`src/rtl/stack_sequencer.sv`:
```
// stack_sequencer: sequences register PUSH/POP through $sp into data memory, tracking stack depth.
module stack_sequencer #(
    parameter int DEPTH = 16
) (
    input  logic       clk,
    input  logic       rst_n,
    input  logic       push_req,
    input  logic       pop_req,
    input  logic [1:0] push_src_addr,
    input  logic [1:0] pop_dst_addr,
    input  logic [7:0] rf_rd_data,
    input  logic [7:0] sp_data,
    input  logic [7:0] mem_rdata,
    output logic [1:0] rf_rd_addr,
    output logic       rf_wr_en,
    output logic [1:0] rf_wr_addr,
    output logic [7:0] rf_wr_data,
    output logic [7:0] mem_addr,
    output logic [7:0] mem_wdata,
    output logic       mem_we,
    output logic       mem_re,
    output logic       busy,
    output logic       done,
    output logic       err,
    output logic [7:0] depth
);
    localparam logic [3:0] IDLE = 4'd0, ERR = 4'd1, P_RD = 4'd2, P_WR = 4'd3, P_SP = 4'd4;
    localparam logic [3:0] Q_RD = 4'd5, Q_MEM = 4'd6, Q_WAIT = 4'd7, Q_WR = 4'd8, Q_SP = 4'd9;
    localparam logic [7:0] FULL = 8'(DEPTH);
    localparam logic [1:0] SP = 2'b10;

    logic [3:0] state_q, state_d;
    logic [7:0] sp_q, sp_d, depth_q, depth_d;
    logic [1:0] rd_addr_q, rd_addr_d, wr_addr_q, wr_addr_d;
    logic [7:0] wr_data_q, wr_data_d, maddr_q, maddr_d, mwdata_q, mwdata_d;
    logic       wr_en_q, wr_en_d, we_q, we_d, re_q, re_d, done_q, done_d, err_q, err_d;

    // Outputs are registered on entry to each state, so address/data hold between strobes.
    always_comb begin
        state_d   = state_q;
        sp_d      = sp_q;
        depth_d   = depth_q;
        rd_addr_d = rd_addr_q;
        wr_addr_d = wr_addr_q;
        wr_data_d = wr_data_q;
        maddr_d   = maddr_q;
        mwdata_d  = mwdata_q;
        wr_en_d   = 1'b0;
        we_d      = 1'b0;
        re_d      = 1'b0;
        done_d    = 1'b0;
        err_d     = 1'b0;
        case (state_q)
            IDLE: begin
                if (push_req) begin
                    if (depth_q == FULL) begin
                        state_d = ERR;
                        done_d  = 1'b1;
                        err_d   = 1'b1;
                    end else begin
                        state_d   = P_RD;
                        rd_addr_d = push_src_addr;
                    end
                end else if (pop_req) begin
                    state_d = (depth_q == 8'd0) ? ERR : Q_RD;
                    done_d  = (depth_q == 8'd0);
                    err_d   = (depth_q == 8'd0);
                end
            end
            ERR: state_d = IDLE;
            P_RD: begin
                state_d  = P_WR;
                sp_d     = sp_data;
                we_d     = 1'b1;
                maddr_d  = sp_data;
                mwdata_d = rf_rd_data;
            end
            P_WR: begin
                state_d   = P_SP;
                wr_en_d   = 1'b1;
                wr_addr_d = SP;
                wr_data_d = sp_q - 8'd1;
                done_d    = 1'b1;
            end
            P_SP: begin
                state_d = IDLE;
                depth_d = depth_q + 8'd1;
            end
            Q_RD: begin
                state_d = Q_MEM;
                sp_d    = sp_data;
                re_d    = 1'b1;
                maddr_d = sp_data + 8'd1;
            end
            Q_MEM: state_d = Q_WAIT;
            Q_WAIT: begin
                state_d   = Q_WR;
                wr_en_d   = 1'b1;
                wr_addr_d = pop_dst_addr;
                wr_data_d = mem_rdata;
                done_d    = (pop_dst_addr == SP);
            end
            Q_WR: begin
                // Popping into $sp makes the popped byte the new $sp, so no separate $sp write.
                if (wr_addr_q == SP) begin
                    state_d = IDLE;
                    depth_d = depth_q - 8'd1;
                end else begin
                    state_d   = Q_SP;
                    wr_en_d   = 1'b1;
                    wr_addr_d = SP;
                    wr_data_d = sp_q + 8'd1;
                    done_d    = 1'b1;
                end
            end
            Q_SP: begin
                state_d = IDLE;
                depth_d = depth_q - 8'd1;
            end
            default: state_d = IDLE;
        endcase
    end

    always_ff @(posedge clk or negedge rst_n) begin
        if (!rst_n) begin
            state_q   <= IDLE;
            sp_q      <= '0;
            depth_q   <= '0;
            rd_addr_q <= '0;
            wr_addr_q <= '0;
            wr_data_q <= '0;
            maddr_q   <= '0;
            mwdata_q  <= '0;
            wr_en_q   <= 1'b0;
            we_q      <= 1'b0;
            re_q      <= 1'b0;
            done_q    <= 1'b0;
            err_q     <= 1'b0;
        end else begin
            state_q   <= state_d;
            sp_q      <= sp_d;
            depth_q   <= depth_d;
            rd_addr_q <= rd_addr_d;
            wr_addr_q <= wr_addr_d;
            wr_data_q <= wr_data_d;
            maddr_q   <= maddr_d;
            mwdata_q  <= mwdata_d;
            wr_en_q   <= wr_en_d;
            we_q      <= we_d;
            re_q      <= re_d;
            done_q    <= done_d;
            err_q     <= err_d;
        end
    end

    assign rf_rd_addr = rd_addr_q;
    assign rf_wr_en   = wr_en_q;
    assign rf_wr_addr = wr_addr_q;
    assign rf_wr_data = wr_data_q;
    assign mem_addr   = maddr_q;
    assign mem_wdata  = mwdata_q;
    assign mem_we     = we_q;
    assign mem_re     = re_q;
    assign busy       = (state_q != IDLE);
    assign done       = done_q;
    assign err        = err_q;
    assign depth      = depth_q;
endmodule
```
`config.mk`:
```
export PLATFORM = sky130hd
export DESIGN_NAME = stack_sequencer
export DESIGN_NICKNAME = d
export VERILOG_FILES = /design/src/rtl/stack_sequencer.sv
export SDC_FILE = /design/constraint.sdc
export NUM_CORES = 1
export LEC_CHECK = 0
export ABC_AREA = 1
export CAP_MARGIN = 20
export CORE_MARGIN = 8
export CORE_UTILIZATION = 54
export DETAILED_ROUTE_END_ITERATION = 12
export PLACE_DENSITY = 0.86
export SYNTH_ARGS = -nofsm -noshare
export SYNTH_HDL_FRONTEND = slang
export SYNTH_SLANG_ARGS = --single-unit
```
`constraint.sdc`:
```
create_clock -name clk -period 3.6 [get_ports clk]
set_input_delay 0.72 -clock clk [delete_from_list [all_inputs] [get_ports clk]]
set_output_delay 0.72 -clock clk [all_outputs]
set_load 0.05 [all_outputs]
```
* After elaboration in Yosys (flattened, before gate mapping) *
Index checks and enable logic that the tools add are counted.

word-level totals
  input bits = 32
  logic and storage cells = 66
  flip-flop bits (word level) = 53
  output and inout bits = 42

cells by class
  equality and inequality tests = 14
  add/sub/neg operators = 5
  bitwise gates (word level) = 1
  reduce and logical (&&, ||, !) cells = 11
  mux-type cells = 22

operator list
  cell                   number
  $pmux W8 S3            2
  $pmux W4 S7            1
  $add A8 B1 Y8 const B  3
  $eq A4 B3 Y1 const B   4
  $mux W8                2
  $pmux W8 S2            1
  $sub A8 B1 Y8 const B  2
  $mux W4                3
  $eq A4 B2 Y1 const B   2
  $eq A4 B4 Y1 const B   2
  $eq A8 B5 Y1 const B   1
  $logic_not A8 Y1       1
  $mux W1                7
  $pmux W2 S3            1
  $reduce_bool A3 Y1     2
  $eq A2 B2 Y1 const B   2
  $logic_not A4 Y1       1
  $mux W2                2
  $ne A2 B2 Y1 const B   2
  $pmux W1 S4            1
  $reduce_and A2 Y1      2
  $reduce_bool A4 Y1     1
  $reduce_or A2 Y1       2
  $mux W3                1
  other kinds (5)        5

* Longest topological paths before layout *
Gate-level depths: netlist (run 1).

  depth in word-level cells = 5
  mapped depth = 13
  mapped depth without buffers = 13

* Worst setup path after synthesis (run 1) *
No wires, ideal clock.

  kind = register -> register
  start point = register state_q[2]
  end point = register depth_q[7], in the netlist depth[7]
  data required time = 3.482 ns
  cell stages (with the launch flop) = 11
  arrival = 2.052 ns
  path buffers = 0
  library setup time = 0.118 ns
  path slack = 1.430 ns
  clock period less this slack = 2.170 ns
  cell sequence = dfrtp_1 nor3_1 ha_1 a21oi_1 nand2_1 nand3_1 nand2_1 nand2_1 nand2_1 nand2_1 nand2_1

on the way
  longest elaborated chain between the ends = 3
  elaborated cells on any way between the ends = 7
  classes of those cells = eq/ne: 4; mux: 1; reduce/logical: 2

ends and longest elaborated chain
  element                                                                     RTL line  source
  start: declaration                                                          32        logic [3:0] state_q, state_d;
  start signal: assignment                                                    140       state_q <= state_d;
  $eq A4 B4 Y1 / $eq A4 B3 Y1 (equally long branches)                         53        case (state_q)
  $ne A2 B2 Y1 (no source line) / $reduce_bool A3 Y1 (equally long branches)  --
  $reduce_and A2 Y1 (no source line)                                          --
  end signal: assignment                                                      142       depth_q <= depth_d;
  end: declaration                                                            33        logic [7:0] sp_q, sp_d, depth_q, depth_d;

Several ways; a longest one is shown, not always the timed one.
A chain may end at the register's enable or synchronous reset.

* Final worst setup path (run 1) *
  start point = register state_q[0]
  end point = output port busy

on the way
  longest elaborated chain between the ends = 1

ends and longest elaborated chain
  element             RTL line  source
  $reduce_bool A4 Y1  164       assign busy = (state_q != IDLE);
  end: declaration    22        output logic busy,

Every way passes these cells.

==> metrics, run 1 <==
CTS tree=built; Max clock buf depth=2; setup slack after layout=861 ps; distinct cell type count after synthesis=28; final hold vios=0; Pins Over Slew Limit=0; minimum clock period=2740 ps; Final #Nets=approximately 530; Syn Area/Cell=between 7 and 8 um^2; H-Tree Depth=2; worst setup path start=state_q[0]$_DFFE_PN0P_; synthesized flop and latch total=53; DR WL/cell=between 10 and 15 um; worst hold margin=about 490 ps; crit-path cells=nor2_2 > inv_1 > nor2_1 > inv_1 > clkdlybuf4s50_1; RSZ-0062 raised after global routing=false; largest net degree at the start of global routing=between 40 and 50; Die W=between 90 and 100 um; Place WS=between 1000 and 1500 ps; CTS Buf Count=5; Synthesis Warnings=0; clk slew on worst S/H paths=approximately 90 ps; Die Y-Extent=about 90 um; Post-CTS Setup Bufs=0; kind of critical path=reg2out; CP max stage delay=710 ps; GRT Util Overall=about 18%; cells after synthesis=409; antenna viol nets, final=0; Startpoint Class=flop; setup violators final=0; Rows=27; layout cell share with drive strength beyond 1=roughly 5.3%; Worst EP required=2880 ps; CP max FO=4; CP endpoint kind=primary output; Leak Pwr=between 0.002 and 0.0025 uW; Port Buffers=between 70 and 80; Vias=2769; Die Footprint=8250 um^2; relative slew slack=between 30% and 40%; P_sw=about 2000 uW; Worst Hold Class=reg2reg; max-cap violations=0; CORE AREA=around 5500 um^2; internal reg-to-reg setup slack=approximately 1300 ps; CTS Sinks=53; Routability Congestion=approximately 0.9; FMAX=approximately 370 MHz; Fin Setup TNS=0 ps; routed wire length=between 7000 and 8000 um; Mapped Area=roughly 3000 um^2; Synth top area share=around 44%; Critical R2R Capture=mem_addr[3]$_DFFE_PN0P_; status=finished clean; Starting Density=a little under three fifths; Clock Power Share=under 10%; most used routing layer=met2; met1 GRT Util=about 22%; latest clock arrival within the worst-skew pair=roughly 310 ps; Worst Path Arrival=2020 ps; Gate power share=63.2%; fin crit share=76.1%; TritonRoute pass-1 iters=4; Worst path most repeated cell=inv_1; post-synth top area cell=dfrtp_1; DRT iter0 DRCs=149; antenna fix cells=0; pwr/cell area=between 900 and 1000 nW/um^2; post-DP HPWL=about 5700 um; GR Util met3=about 6.2%; worst r2r src=state_q[2]$_DFFE_PN0P_; Post-CTS Resized=0; initial antenna violation count=0; reg2reg path depth=9; Overflow after GRT=0; hold buffer count at CTS=0; non-filler cells, final=approximately 560; Root Buffer=clkbuf_8; Max VDD drop=between 500 and 600 uV; P_int=1840 uW; Vias/cell=between 4 and 5; measured slew at the worst slew-check pin=934 ps; first-pass GRT wire length=around 13000 um; slowest CP cell=clkdlybuf4s50_1; Synth area leaders=dfrtp_1 44%, nand2_1 20%, ha_1 6.2%, inv_1 5.5%, nor2_1 4.3%; post-synthesis sequential area ratio=a little over two fifths; Worst setup endpoint=busy; Layout area overhead=29.6%; Max Clock Skew=approximately 13 ps; via count of the first global-routing pass=2750; Sw Ratio=52.5%; I/O pins=74; Cells after DPL=550; Post-Syn Nets=about 460; Reg power frac=between 20 and 30%; residual DRC count=0; met2 Usage GRT=29.8%
==> flip-flops by register name (all words and copies together) (netlist names) <==
signal and flops:
depth 8, mem_addr 8, mem_wdata 8, rf_wr_data 8, sp_q 8, state_q 4, rf_rd_addr 2, rf_wr_addr 2
done 1, err 1, mem_re 1, mem_we 1, rf_wr_en 1
==> cell families after synthesis <==
kind of cell,share of synthesized area [%]
fa+ha+maj,7.53
buf+inv,7.57
simple gates,31.3
xor+xnor,2.32
compound gates,7.45
flops,43.9
==> power by group through the flow <==
stage	clock network (uW)	registers [uW]	logic, uW
after floorplan	0	1770	1040
after global placement	0	1060	2390
after detailed placement	0	1080	2460
after CTS	368	1070	2470
after global routing	398	1110	2700
final	356	1070	2450
==> metrics by stage <==
stage | cell area [um^2] | power [uW] | util, %
global route | 3920 | 4210 | 71.6
floorplan | 3020 | 2810 | -
finish | 3920 | 3880 | 71.6
global placement | 3820 | 3460 | 69.8
detailed placement | 3820 | 3540 | 69.8
CTS | 3920 | 3910 | 71.6
==> worst min path at each step <==
stage | end | slack (ps) | cells after the start | start
after detailed placement | mem_wdata[2]$_DFFE_PN0P_ | 460 | 2 | mem_wdata[2]$_DFFE_PN0P_
final | mem_wdata[2]$_DFFE_PN0P_ | 490 | 2 | mem_wdata[2]$_DFFE_PN0P_
after global routing | mem_wdata[6]$_DFFE_PN0P_ | 510 | 2 | mem_wdata[6]$_DFFE_PN0P_
after global placement | mem_wdata[6]$_DFFE_PN0P_ | 450 | 2 | mem_wdata[6]$_DFFE_PN0P_
after CTS | mem_wdata[2]$_DFFE_PN0P_ | 490 | 2 | mem_wdata[2]$_DFFE_PN0P_
after floorplan | depth[0]$_DFFE_PN0P_ | 420 | 0 | rst_n
==> routing by layer <==
| metal | part of all wire, % | routed length [um] |
|---|---|---|
| met1 | 45 | 3210 |
| met2 | 47 | 3370 |
| met3 | 7.2 | 520 |
| met4 | 1.1 | 77 |
| met5 | 0 | 0 |
==> cells in the mapped netlist <==
cell type	number
ha_1	15
nor2_2	2
a21o_1	1
nand2_2	1
nand3_1	22
inv_4	1
buf_4	2
o21ai_1	9
dfrtp_1	53
xnor2_1	4
nor3_1	4
nand2_4	1
xor2_1	4
inv_1	44
nand3_2	1
nand3b_1	1
nand4_1	3
fa_1	2
nor2_1	35
nand2_1	160
inv_2	6
o211ai_2	1
or2_2	1
o21ai_0	16
nor2_4	1
buf_2	4
a31oi_1	4
a21oi_1	11
==> cells in the final DEF (no fill, tap or decap), types with 2 or more instances in the layout <==
master	count
o21ai_1	9
nor2_1	35
nor2_2	2
xor2_1	4
ha_1	15
xnor2_1	4
inv_1	44
a31oi_1	4
clkdlybuf4s50_1	72
nand3_1	22
o21ai_0	16
dfrtp_1	53
nand4_1	3
nand2_1	160
inv_2	6
buf_4	2
a21oi_1	11
fa_1	2
clkbuf_8	6
nor3_1	4
==> layout make-up <==
class                   count  area [um^2]
clock buffers               6         82.6
clock inverters             2         17.5
fillers                   451         1550
inverters                  51          194
multi-input cells         299         1470
flip-flops and latches     53         1330
well taps                  72         90.1
repair buffers             75          741
==> critical path: cells and delay by family, from the launching register on <==
kind | cells | cell delay (ps)
buf+inv | 3 | 860
flops | 1 | 440
simple gates | 2 | 420
Note: power is estimated with default switching activity, not from simulation.
==> inputs of run 2 (changes only) <==
--- a/config.mk
+++ b/config.mk
@@ -8,9 +8,9 @@
 export ABC_AREA = 1
 export CAP_MARGIN = 20
 export CORE_MARGIN = 8
-export CORE_UTILIZATION = 54
+export CORE_UTILIZATION = 50
 export DETAILED_ROUTE_END_ITERATION = 12
-export PLACE_DENSITY = 0.86
+export PLACE_DENSITY = 0.81
 export SYNTH_ARGS = -nofsm -noshare
 export SYNTH_HDL_FRONTEND = slang
 export SYNTH_SLANG_ARGS = --single-unit
==> constraint.sdc (replaced) <==
create_clock -name clk -period 2.6 [get_ports clk]
set_input_delay 0.52 -clock clk [delete_from_list [all_inputs] [get_ports clk]]
set_output_delay 0.52 -clock clk [all_outputs]
set_load 0.05 [all_outputs]
==> metrics, run 2 (synthesized netlist as in run 1, its figures left out) <==
clk slew on worst S/H paths=~100 ps; Overflow after GRT=0; via count of the first global-routing pass=about 2.7k; Layout area overhead=31.0%; relative slew slack=approximately three fifths; CP endpoint kind=flop; DR WL/cell=around 13 um; path length in cells of the critical path=10; Worst Hold Class=in2async; largest net degree at the start of global routing=29; post-DP HPWL=between 5000 and 6000 um; reg2reg path depth=10; layout cell share with drive strength beyond 1=5.54%; routed wire length=7080 um; Worst path most repeated cell=nand2_1; antenna fix cells=0; initial antenna violation count=0; I/O pins=74; most frequent cells in the layout=160 x nand2_1, 71 x clkdlybuf4s50_1, 53 x dfrtp_1; Fin Setup TNS=0 ps; hold buffer count at CTS=0; Final #Nets=around 540; Max clock buf depth=2; Port Buffers=73; DRT iter0 DRCs=between 90 and 100; worst hold margin=206 ps; pwr/cell area=approximately 1400 nW/um^2; Pins Over Slew Limit=0; max-cap violations=0; antenna viol nets, final=0; CP max stage delay=450 ps; Vias/cell=just under 5; status=finished clean; Root Buffer=clkbuf_8; Critical R2R Capture=rf_wr_data[5]$_DFFE_PN0P_; CTS tree=built; worst r2r src=state_q[2]$_DFFE_PN0P_; Max Clock Skew=about 11 ps; Routability Congestion=approximately 0.9; Die Y-Extent=around 94 um; Post-CTS Setup Bufs=0; Die Footprint=approximately 8800 um^2; Critical path buffers and inverters=0; most common cell after layout, fill and taps aside=nand2_1; residual DRC count=0; Leak Pwr=roughly 0.0021 uW; fin crit share=a little under nine tenths; cell family with most CP delay=simple AND/OR/NAND/NOR gates; slowest CP cell=dfrtp_1; first-pass GRT wire length=~12000 um; TritonRoute pass-1 iters=5; Fill cells=between 400 and 500; Max VDD drop=823 uV; crit-path cells=nor2_2 > nand2_1 > ha_1 > or2_2 > nand3_1 > nand2_1 > nand2_1 > nand2_1 > o21ai_1 > nand2_1; latest clock arrival within the worst-skew pair=slightly above 300 ps; setup violators final=0; CTS Buf Count=5; Starting Density=51.4%; final hold vios=0; minimum clock period=approximately 2200 ps; CP max FO=9; Die W=between 90 and 100 um; CTS Sinks=53; H-Tree Depth=2; Vias=about 2.7k; Rows=28; Startpoint Class=flop; Post-CTS Resized=0; RSZ-0062 raised after global routing=false; measured slew at the worst slew-check pin=between 600 and 700 ps; FMAX=450 MHz; Worst Path Arrival=approximately 2400 ps; GRT Util Overall=16.7%; CORE AREA=5890 um^2; Worst EP required=2800 ps; kind of critical path=reg2reg; internal reg-to-reg setup slack=between 300 and 400 ps
-- run 2: changes by cell type in the layout (fill, tap and decap cells not counted) --
| cell | delta |
|---|---|
| clkbuf_8 | -1 |
| clkdlybuf4s50_1 | -1 |
| clkinvlp_4 | +1 |
| inv_6 | -1 |
| bufinv_16 | +1 |
| dlymetal6s2s_1 | +1 |
| buf_12 | +1 |
-- run 2: power breakdown --
group	total [uW]	switching (uW)	leakage (uW)	internal, uW
clock	571	283	0.0000543	288
combinational	3410	2280	0.00138	1130
sequential	1480	270	0.000660	1210
total	5460	2830	0.00210	2630
-- run 2: worst max-delay path by stage --
| stage | start | to | slack (ps) |
|---|---|---|---|
| 6_report | state_q[2]$_DFFE_PN0P_ | rf_wr_data[5]$_DFFE_PN0P_ | 380 |
| 5_1_grt | state_q[3]$_DFFE_PN0P_ | rf_wr_data[7]$_DFFE_PN0P_ | 240 |
| 4_1_cts | state_q[0]$_DFFE_PN0P_ | busy | 50 |
| 3_5_place_dp | state_q[0]$_DFFE_PN0P_ | busy | 410 |
| 3_3_place_gp | state_q[0]$_DFFE_PN0P_ | busy | 440 |
| 2_1_floorplan | state_q[2]$_DFFE_PN0P_ | depth[7]$_DFFE_PN0P_ | 430 |
-- run 2: cell type report --
class / instances / area [um^2] / share of cell area (%)
clock buffers: 5 / 68.8 / 1.74
clock inverters: 3 / 46.3 / 1.17
inverters: 51 / 194 / 4.90
multi-input cells: 299 / 1470 / 37.1
flip-flops and latches: 53 / 1330 / 33.5
well taps: 75 / 93.8 / 2.37
repair buffers: 76 / 763 / 19.3
-- run 2: stage by stage --
| stage | setup slack (ps) | utilization, % | cell area [um^2] | instances | total power (uW) |
|---|---|---|---|---|---|
| floorplan | 430 | - | 3020 | 409 | 3890 |
| global placement | 441 | 65.3 | 3840 | 554 | 4820 |
| detailed placement | 413 | 65.3 | 3840 | 554 | 4910 |
| CTS | 54.8 | 67.3 | 3960 | 562 | 5510 |
| global route | 241 | 67.3 | 3960 | 562 | 5870 |
| finish | 377 | 67.3 | 3960 | 562 | 5460 |
-- run 2: metal layers --
layer  track usage (%)  share of wire (%)
met1              20.8                 46
met2              27.1                 45
met3              6.24                8.2
met4              3.43               0.57
met5                 0                  0
